`src/rtl/nn_stream_pkg.sv`:
```
// nn_stream_pkg
// Shared definitions for the NN core sample/result bridge:
//   code_t              - 4-bit code type used on the core's req_in / out_en buses
//   REQ_NEXT            - req_in code that advances the presented sample
//   OUT_VALID           - out_en code that marks core_out as a valid result
//   IN_W_DEFAULT/OUT_W_DEFAULT - default sample / result widths of the core
package nn_stream_pkg;

    typedef logic [3:0] code_t;

    localparam code_t REQ_NEXT  = 4'd1;
    localparam code_t OUT_VALID = 4'd1;

    localparam int IN_W_DEFAULT  = 19;
    localparam int OUT_W_DEFAULT = 28;

endpackage

```
`src/rtl/nn_stream_bridge_sync_fifo.sv`:
```
// sync_fifo
// Single-clock FIFO with first-word-fall-through head.
// Ports:
//   clk, rst_n  - clock, asynchronous active-low reset (pointers/count only)
//   wr_en_i     - write request; ignored while full (full is taken from the
//                 registered count, so a same-cycle read does not free a slot)
//   wr_data_i   - write data
//   rd_en_i     - read request; ignored while empty
//   rd_data_o   - current head word (undefined contents while empty)
//   count_o     - number of stored words, clog2(DEPTH)+1 bits
//   full_o      - count_o == DEPTH
//   empty_o     - count_o == 0
module sync_fifo #(
    parameter int WIDTH = 8,
    parameter int DEPTH = 4,
    localparam int AW = $clog2(DEPTH),
    localparam int CW = AW + 1
) (
    input  logic             clk,
    input  logic             rst_n,
    input  logic             wr_en_i,
    input  logic [WIDTH-1:0] wr_data_i,
    input  logic             rd_en_i,
    output logic [WIDTH-1:0] rd_data_o,
    output logic [CW-1:0]    count_o,
    output logic             full_o,
    output logic             empty_o
);

    localparam logic [CW-1:0] FULL_CNT = CW'(DEPTH);

    logic [WIDTH-1:0] mem [DEPTH];
    logic [AW-1:0]    wr_ptr_q, wr_ptr_d;
    logic [AW-1:0]    rd_ptr_q, rd_ptr_d;
    logic [CW-1:0]    count_q,  count_d;
    logic             wr_fire, rd_fire;

    assign full_o  = (count_q == FULL_CNT);
    assign empty_o = (count_q == '0);
    assign count_o = count_q;

    assign wr_fire = wr_en_i && !full_o;
    assign rd_fire = rd_en_i && !empty_o;

    // DEPTH is a power of two, so the pointers wrap by natural overflow.
    always_comb begin
        wr_ptr_d = wr_ptr_q + AW'(wr_fire);
        rd_ptr_d = rd_ptr_q + AW'(rd_fire);
        count_d  = count_q + CW'(wr_fire) - CW'(rd_fire);
    end

    always_ff @(posedge clk or negedge rst_n) begin
        if (!rst_n) begin
            wr_ptr_q <= '0;
            rd_ptr_q <= '0;
            count_q  <= '0;
        end else begin
            wr_ptr_q <= wr_ptr_d;
            rd_ptr_q <= rd_ptr_d;
            count_q  <= count_d;
        end
    end

    // Storage is intentionally not reset.
    always_ff @(posedge clk) begin
        if (wr_fire) begin
            mem[wr_ptr_q] <= wr_data_i;
        end
    end

    assign rd_data_o = mem[rd_ptr_q];

endmodule

```
`src/rtl/nn_stream_bridge.sv`:
```
// nn_stream_bridge
// Feeds input samples to the NN core on its "next sample" request code and
// captures its results on the "output valid" code, with FIFOs on both sides.
// Ports:
//   clk, rst           - clock, asynchronous active-low reset
//   s_data/s_valid/s_ready      - upstream sample stream (valid/ready)
//   smp_out/smp_valid  - sample presented to the core and its validity
//   req_in             - core request code (REQ_NEXT advances the sample)
//   core_out/out_en    - core result and its output code (OUT_VALID captures)
//   m_data/m_valid/m_ready      - downstream result stream (valid/ready)
//   underrun/overflow  - sticky error flags, cleared by clr_flags
module nn_stream_bridge
    import nn_stream_pkg::*;
#(
    parameter int IN_W      = IN_W_DEFAULT,
    parameter int OUT_W     = OUT_W_DEFAULT,
    parameter int IN_DEPTH  = 8,
    parameter int OUT_DEPTH = 4
) (
    input  logic                    clk,
    input  logic                    rst,
    input  logic signed [IN_W-1:0]  s_data,
    input  logic                    s_valid,
    output logic                    s_ready,
    output logic signed [IN_W-1:0]  smp_out,
    output logic                    smp_valid,
    input  code_t                   req_in,
    input  logic signed [OUT_W-1:0] core_out,
    input  code_t                   out_en,
    output logic signed [OUT_W-1:0] m_data,
    output logic                    m_valid,
    input  logic                    m_ready,
    output logic                    underrun,
    output logic                    overflow,
    input  logic                    clr_flags
);

    localparam int IN_CW  = $clog2(IN_DEPTH) + 1;
    localparam int OUT_CW = $clog2(OUT_DEPTH) + 1;

    logic [IN_W-1:0]   in_head;
    logic [IN_CW-1:0]  in_count;
    logic              in_full, in_empty, in_pop;
    logic [OUT_W-1:0]  out_head;
    logic [OUT_CW-1:0] out_count;
    logic              out_full, out_empty, out_pop;

    logic              req_next, res_push;
    logic              underrun_set, overflow_set;

    logic signed [IN_W-1:0] smp_out_q, smp_out_d;
    logic                   smp_valid_q, smp_valid_d;
    logic                   underrun_q, underrun_d;
    logic                   overflow_q, overflow_d;

    assign req_next = (req_in == REQ_NEXT);
    assign res_push = (out_en == OUT_VALID);

    assign s_ready = !in_full;

    // Pop the input FIFO both to refill an empty presentation register and
    // to advance on a request; the two cases collapse into a single pop.
    assign in_pop = !in_empty && (req_next || !smp_valid_q);

    sync_fifo #(.WIDTH(IN_W), .DEPTH(IN_DEPTH)) u_in_fifo (
        .clk       (clk),
        .rst_n     (rst),
        .wr_en_i   (s_valid && s_ready),
        .wr_data_i (s_data),
        .rd_en_i   (in_pop),
        .rd_data_o (in_head),
        .count_o   (in_count),
        .full_o    (in_full),
        .empty_o   (in_empty)
    );

    // m_valid comes straight from the registered count, never from m_ready.
    assign m_valid = (out_count != '0);
    assign out_pop = m_valid && m_ready;
    assign m_data  = out_empty ? '0 : out_head;

    sync_fifo #(.WIDTH(OUT_W), .DEPTH(OUT_DEPTH)) u_out_fifo (
        .clk       (clk),
        .rst_n     (rst),
        .wr_en_i   (res_push),
        .wr_data_i (core_out),
        .rd_en_i   (out_pop),
        .rd_data_o (out_head),
        .count_o   (out_count),
        .full_o    (out_full),
        .empty_o   (out_empty)
    );

    assign underrun_set = req_next && in_empty;
    assign overflow_set = res_push && out_full;

    always_comb begin
        smp_out_d   = smp_out_q;
        smp_valid_d = smp_valid_q;
        if (in_pop) begin
            smp_out_d   = in_head;
            smp_valid_d = 1'b1;
        end else if (req_next) begin
            // Request with nothing queued: keep the old value, mark it stale.
            smp_valid_d = 1'b0;
        end
        // A set event in the same cycle as the clear takes priority.
        underrun_d = underrun_set || (underrun_q && !clr_flags);
        overflow_d = overflow_set || (overflow_q && !clr_flags);
    end

    always_ff @(posedge clk or negedge rst) begin
        if (!rst) begin
            smp_out_q   <= '0;
            smp_valid_q <= 1'b0;
            underrun_q  <= 1'b0;
            overflow_q  <= 1'b0;
        end else begin
            smp_out_q   <= smp_out_d;
            smp_valid_q <= smp_valid_d;
            underrun_q  <= underrun_d;
            overflow_q  <= overflow_d;
        end
    end

    assign smp_out   = smp_out_q;
    assign smp_valid = smp_valid_q;
    assign underrun  = underrun_q;
    assign overflow  = overflow_q;

endmodule

```
`config.mk`:
```
export PLATFORM = sky130hd
export DESIGN_NAME = nn_stream_bridge
export DESIGN_NICKNAME = d
export VERILOG_FILES = /design/src/rtl/nn_stream_pkg.sv /design/src/rtl/nn_stream_bridge_sync_fifo.sv /design/src/rtl/nn_stream_bridge.sv
export SDC_FILE = /design/constraint.sdc
export NUM_CORES = 1
export LEC_CHECK = 0
export ABC_AREA = 0
export CORE_MARGIN = 5
export CORE_UTILIZATION = 57
export DETAILED_ROUTE_END_ITERATION = 6
export GPL_ROUTABILITY_DRIVEN = 0
export PLACE_DENSITY = 0.79
export SETUP_SLACK_MARGIN = 0.1
export SKIP_CTS_REPAIR_TIMING = 1
export SYNTH_ARGS = -nofsm -noshare
export SYNTH_HDL_FRONTEND = slang
export SYNTH_HIERARCHICAL = 1
export SYNTH_SLANG_ARGS = --single-unit
```
`constraint.sdc`:
```
create_clock -name clk -period 5.1 [get_ports clk]
set_clock_uncertainty 0.15 [all_clocks]
set_input_delay 0.765 -clock clk [delete_from_list [all_inputs] [get_ports clk]]
set_output_delay 0.765 -clock clk [all_outputs]
set_load 0.03 [all_outputs]
```
==> results by group <==
Outcome
  • Status: finished clean

Timing
  • Relative slew slack: 0.341
  • Least-Margin Pin Slew: 988 ps
  • Hold_ws: 229 ps
  • Post-route minimum period: 3860 ps
  • Final Max Slew Viols: 0
  • Unrepaired setup endpoints after global routing: no
  • Final setup viols: 0
  • Post-route clock period utilization: 0.757
  • Final Hold Fails: 0
  • F_max: 0.259 GHz
  • Fin Setup TNS: 0 ps

Worst hold path
  • HP Class: input port to async pin

Yosys
  • Largest family of logic cells by synthesized area: multiplexers
  • Mapped Area: 0.0119 sq mm
  • Ys flop type: edfxtp_1
  • Post-Synth XOR/XNOR Area: 0.00664
  • Post-synthesis simple-gate area fraction: 0.0341
  • Register area share after synthesis: 0.750
  • EDFF count, synth: 264
  • Yosys cell types: 45
  • Mux cell area share after synthesis: 0.171
  • Cells after synthesis: 535
  • Syn. warnings: 6
  • Synth area leader: edfxtp_1
  • FFs w/ async S/R, synth: 0.129
  • Post-synthesis compound-gate area fraction: 0.00548
  • Mapped Nets: around 610
  • Top post-synthesis cells by area: edfxtp_1, mux4_2, dfrtp_1, mux2_4, mux4_1
  • Commonest cells post-synth: edfxtp_1, mux4_2, dfrtp_1
  • Post-Syn Area per Cell: between 20 and 25 sq um
  • Adder-cell area share of the yosys netlist: 0.0160
  • Yosys reg bits: 303
  • Synth top area share: 0.667
  • Top-count cell post-synth: edfxtp_1

Finish
  • Antenna Cells: 0
  • Nets: about 750
  • Post-layout util: 0.706
  • Synthesis-to-finish area growth: 21.0%
  • Layout cells sized above 1: 0.251

Route
  • Total Wirelength: approximately 22 mm
  • Vias: 5574
  • First-pass DRT Iterations: 5
  • Mean routed wirelength per cell: 22.6 um
  • Post-route ant nets: 0
  • Vias/cell: 5.72
  • Drt drc: 0
  • Initial drt markers: between 300 and 400

Critical path
  • CP max stage delay: 1020 ps
  • R2r worst-path depth: 11
  • Worst r2r dst: u_in_fifo/count_o[2]
  • Slowest stage cell, crit path: dfrtp_2
  • Bufs and invs on worst path: 1
  • Crit path capture type: primary output
  • R2r setup slk: 1970 ps
  • WP data required: 4180 ps
  • CP cell instances: mux4_2, nor2b_1, clkdlybuf4s50_1
  • Worst setup path endpoint: m_data[1]
  • RR Startpoint: u_in_fifo/count_o[2]
  • Worst path arrival time: a little under 3000 ps
  • Launch point of the worst path: u_out_fifo/rd_ptr_q[0]
  • Worst path depth: 3
  • Startpoint Class: register
  • Crit-path max FO: 30
  • WS Path Type: register to primary output
  • CP top delay family: flip-flops

Global route
  • First-pass GRT wire length: 34.3 mm
  • Overflow after GRT: 0
  • Vias in the first global route: 6084
  • Largest net degree at the start of global routing: 40
  • Gr usage total: 0.186
  • Initial antenna violation count: 0

Job
  • Max Cap Viol: 0

Clocking
  • CTS H-Tree Depth: 1
  • Clk Latency, worst-skew pair: roughly 540 ps
  • Total CTS buffers: 30
  • CTS root buf: clkbuf_16
  • CTS tree: yes
  • Clock Sinks: 303
  • Max Buffers Root-to-Sink: 3
  • Clk pin slew, worst setup/hold paths: 60 ps

Power
  • P_int: 5.75 mW
  • Comb pwr share: 0.329
  • PwrDens: 572 mW/mm^2
  • Clock network power share: 0.259
  • Pleak: 4.94 nW
  • Peak VDD IR: roughly 0.0005 V
  • Sequential share of power: 0.412
  • Switching Share: 0.302
  • Net switching power: 2.48 mW

Floorplan
  • Die Height: about 150 um
  • Initial Util: 0.583
  • Core ar.: 0.0204 sq mm
  • Die width: 154 um
  • I/O pin count: 112
  • Die area: 0.0238 sq mm
  • Row cnt: 52

Placement
  • Port bufs: 111
  • DPL Wire Length: 13.4 mm
-- stage by stage --
| step | total power [mW] | std cells | worst slack [ps] | area [sq um] |
|---|---|---|---|---|
| floorplan | 5.25 | 535 | 106 | 11900 |
| global placement | 6.07 | 918 | 1510 | 13400 |
| detailed placement | 6.16 | 918 | 1350 | 13400 |
| CTS | 8.33 | 974 | 1110 | 14400 |
| global route | 8.59 | 974 | 1010 | 14400 |
| finish | 8.23 | 974 | 1240 | 14400 |
-- state kept, by name, summed over array words and instances (netlist names) --
| signal | count |
|---|---|
| u_in_fifo/mem | 152 |
| u_out_fifo/mem | 112 |
| smp_out | 19 |
| u_in_fifo/count_o | 4 |
| u_in_fifo/rd_ptr_q | 3 |
| u_in_fifo/wr_ptr_q | 3 |
| u_out_fifo/count_o | 3 |
| u_out_fifo/rd_ptr_q | 2 |
| u_out_fifo/wr_ptr_q | 2 |
| overflow | 1 |
| smp_valid | 1 |
| underrun | 1 |
-- power by group through the flow --
| stage | sequential [mW] | combinational, mW | clock, mW |
|---|---|---|---|
| 6_report | 3.39 | 2.70 | 2.13 |
| 5_1_grt | 3.45 | 2.86 | 2.28 |
| 4_1_cts | 3.41 | 2.75 | 2.18 |
| 3_5_place_dp | 3.44 | 2.72 | 0 |
| 3_3_place_gp | 3.42 | 2.66 | 0 |
| 2_1_floorplan | 3.41 | 1.84 | 0 |
-- how the worst min path moves through the flow --
stage / startpoint / end / slack, ps / cells after the start
after global routing: rst / smp_valid / 320 / 1
after detailed placement: smp_out[2] / smp_out[2] / 350 / 1
after floorplan: rst / overflow / 320 / 0
after CTS: rst / smp_valid / 260 / 1
after global placement: smp_out[2] / smp_out[2] / 340 / 1
final: rst / smp_valid / 230 / 1
-- cell families (layout without fill, tap and decap cells) --
family | count (synthesis) | in the layout
buffers and inverters | 32 | 201
and+or+nand+nor | 63 | 63
muxes | 105 | 105
DFF | 303 | 303
adders and majority gates | 14 | 14
AOI/OAI and AO/OA | 9 | 9
xor gates and xnor gates | 9 | 9
-- metal layers --
layer | routed length, um | vias up | global-route usage
met3 | 1530 | 36 | 0.0346
met2 | 11800 | 182 | 0.332
met1 | 8230 | 2888 | 0.241
met5 | 0 | - | 0
met4 | 432 | 0 | 0.0395
li1 | - | 2468 | -
-- layout by cell type (no fill, tap or decap), types with 2 or more instances in the layout --
cell type | netlist | routed
mux2_2 | 20 | 20
clkbuf_16 | 0 | 31
bufinv_16 | 0 | 2
nor2b_1 | 31 | 31
inv_1 | 11 | 11
mux4_1 | 9 | 9
nor2_1 | 8 | 6
clkbuf_8 | 0 | 5
clkbuf_1 | 4 | 11
dfrtp_2 | 0 | 2
dfrtp_1 | 39 | 37
nor2_2 | 0 | 2
nand2_1 | 5 | 5
nor3_2 | 1 | 2
clkdlybuf4s50_1 | 0 | 110
buf_4 | 1 | 22
clkinv_2 | 0 | 6
xor2_1 | 5 | 5
edfxtp_1 | 264 | 264
nor4bb_4 | 0 | 2
fa_1 | 2 | 2
xnor2_1 | 4 | 4
mux4_2 | 57 | 57
mux2_4 | 18 | 18
nand2b_1 | 2 | 2
ha_1 | 12 | 12
-- layout make-up --
| cell class | count | area [sq um] |
|---|---|---|
| clock buffer | 47 | 886 |
| clock inverter | 9 | 93.8 |
| fill | 1189 | 5990 |
| inverter | 12 | 45.0 |
| multi-input combinational | 200 | 2830 |
| sequential | 303 | 8910 |
| tap | 270 | 338 |
| timing repair buffer | 133 | 1270 |
(Power assumes the default switching activity.)
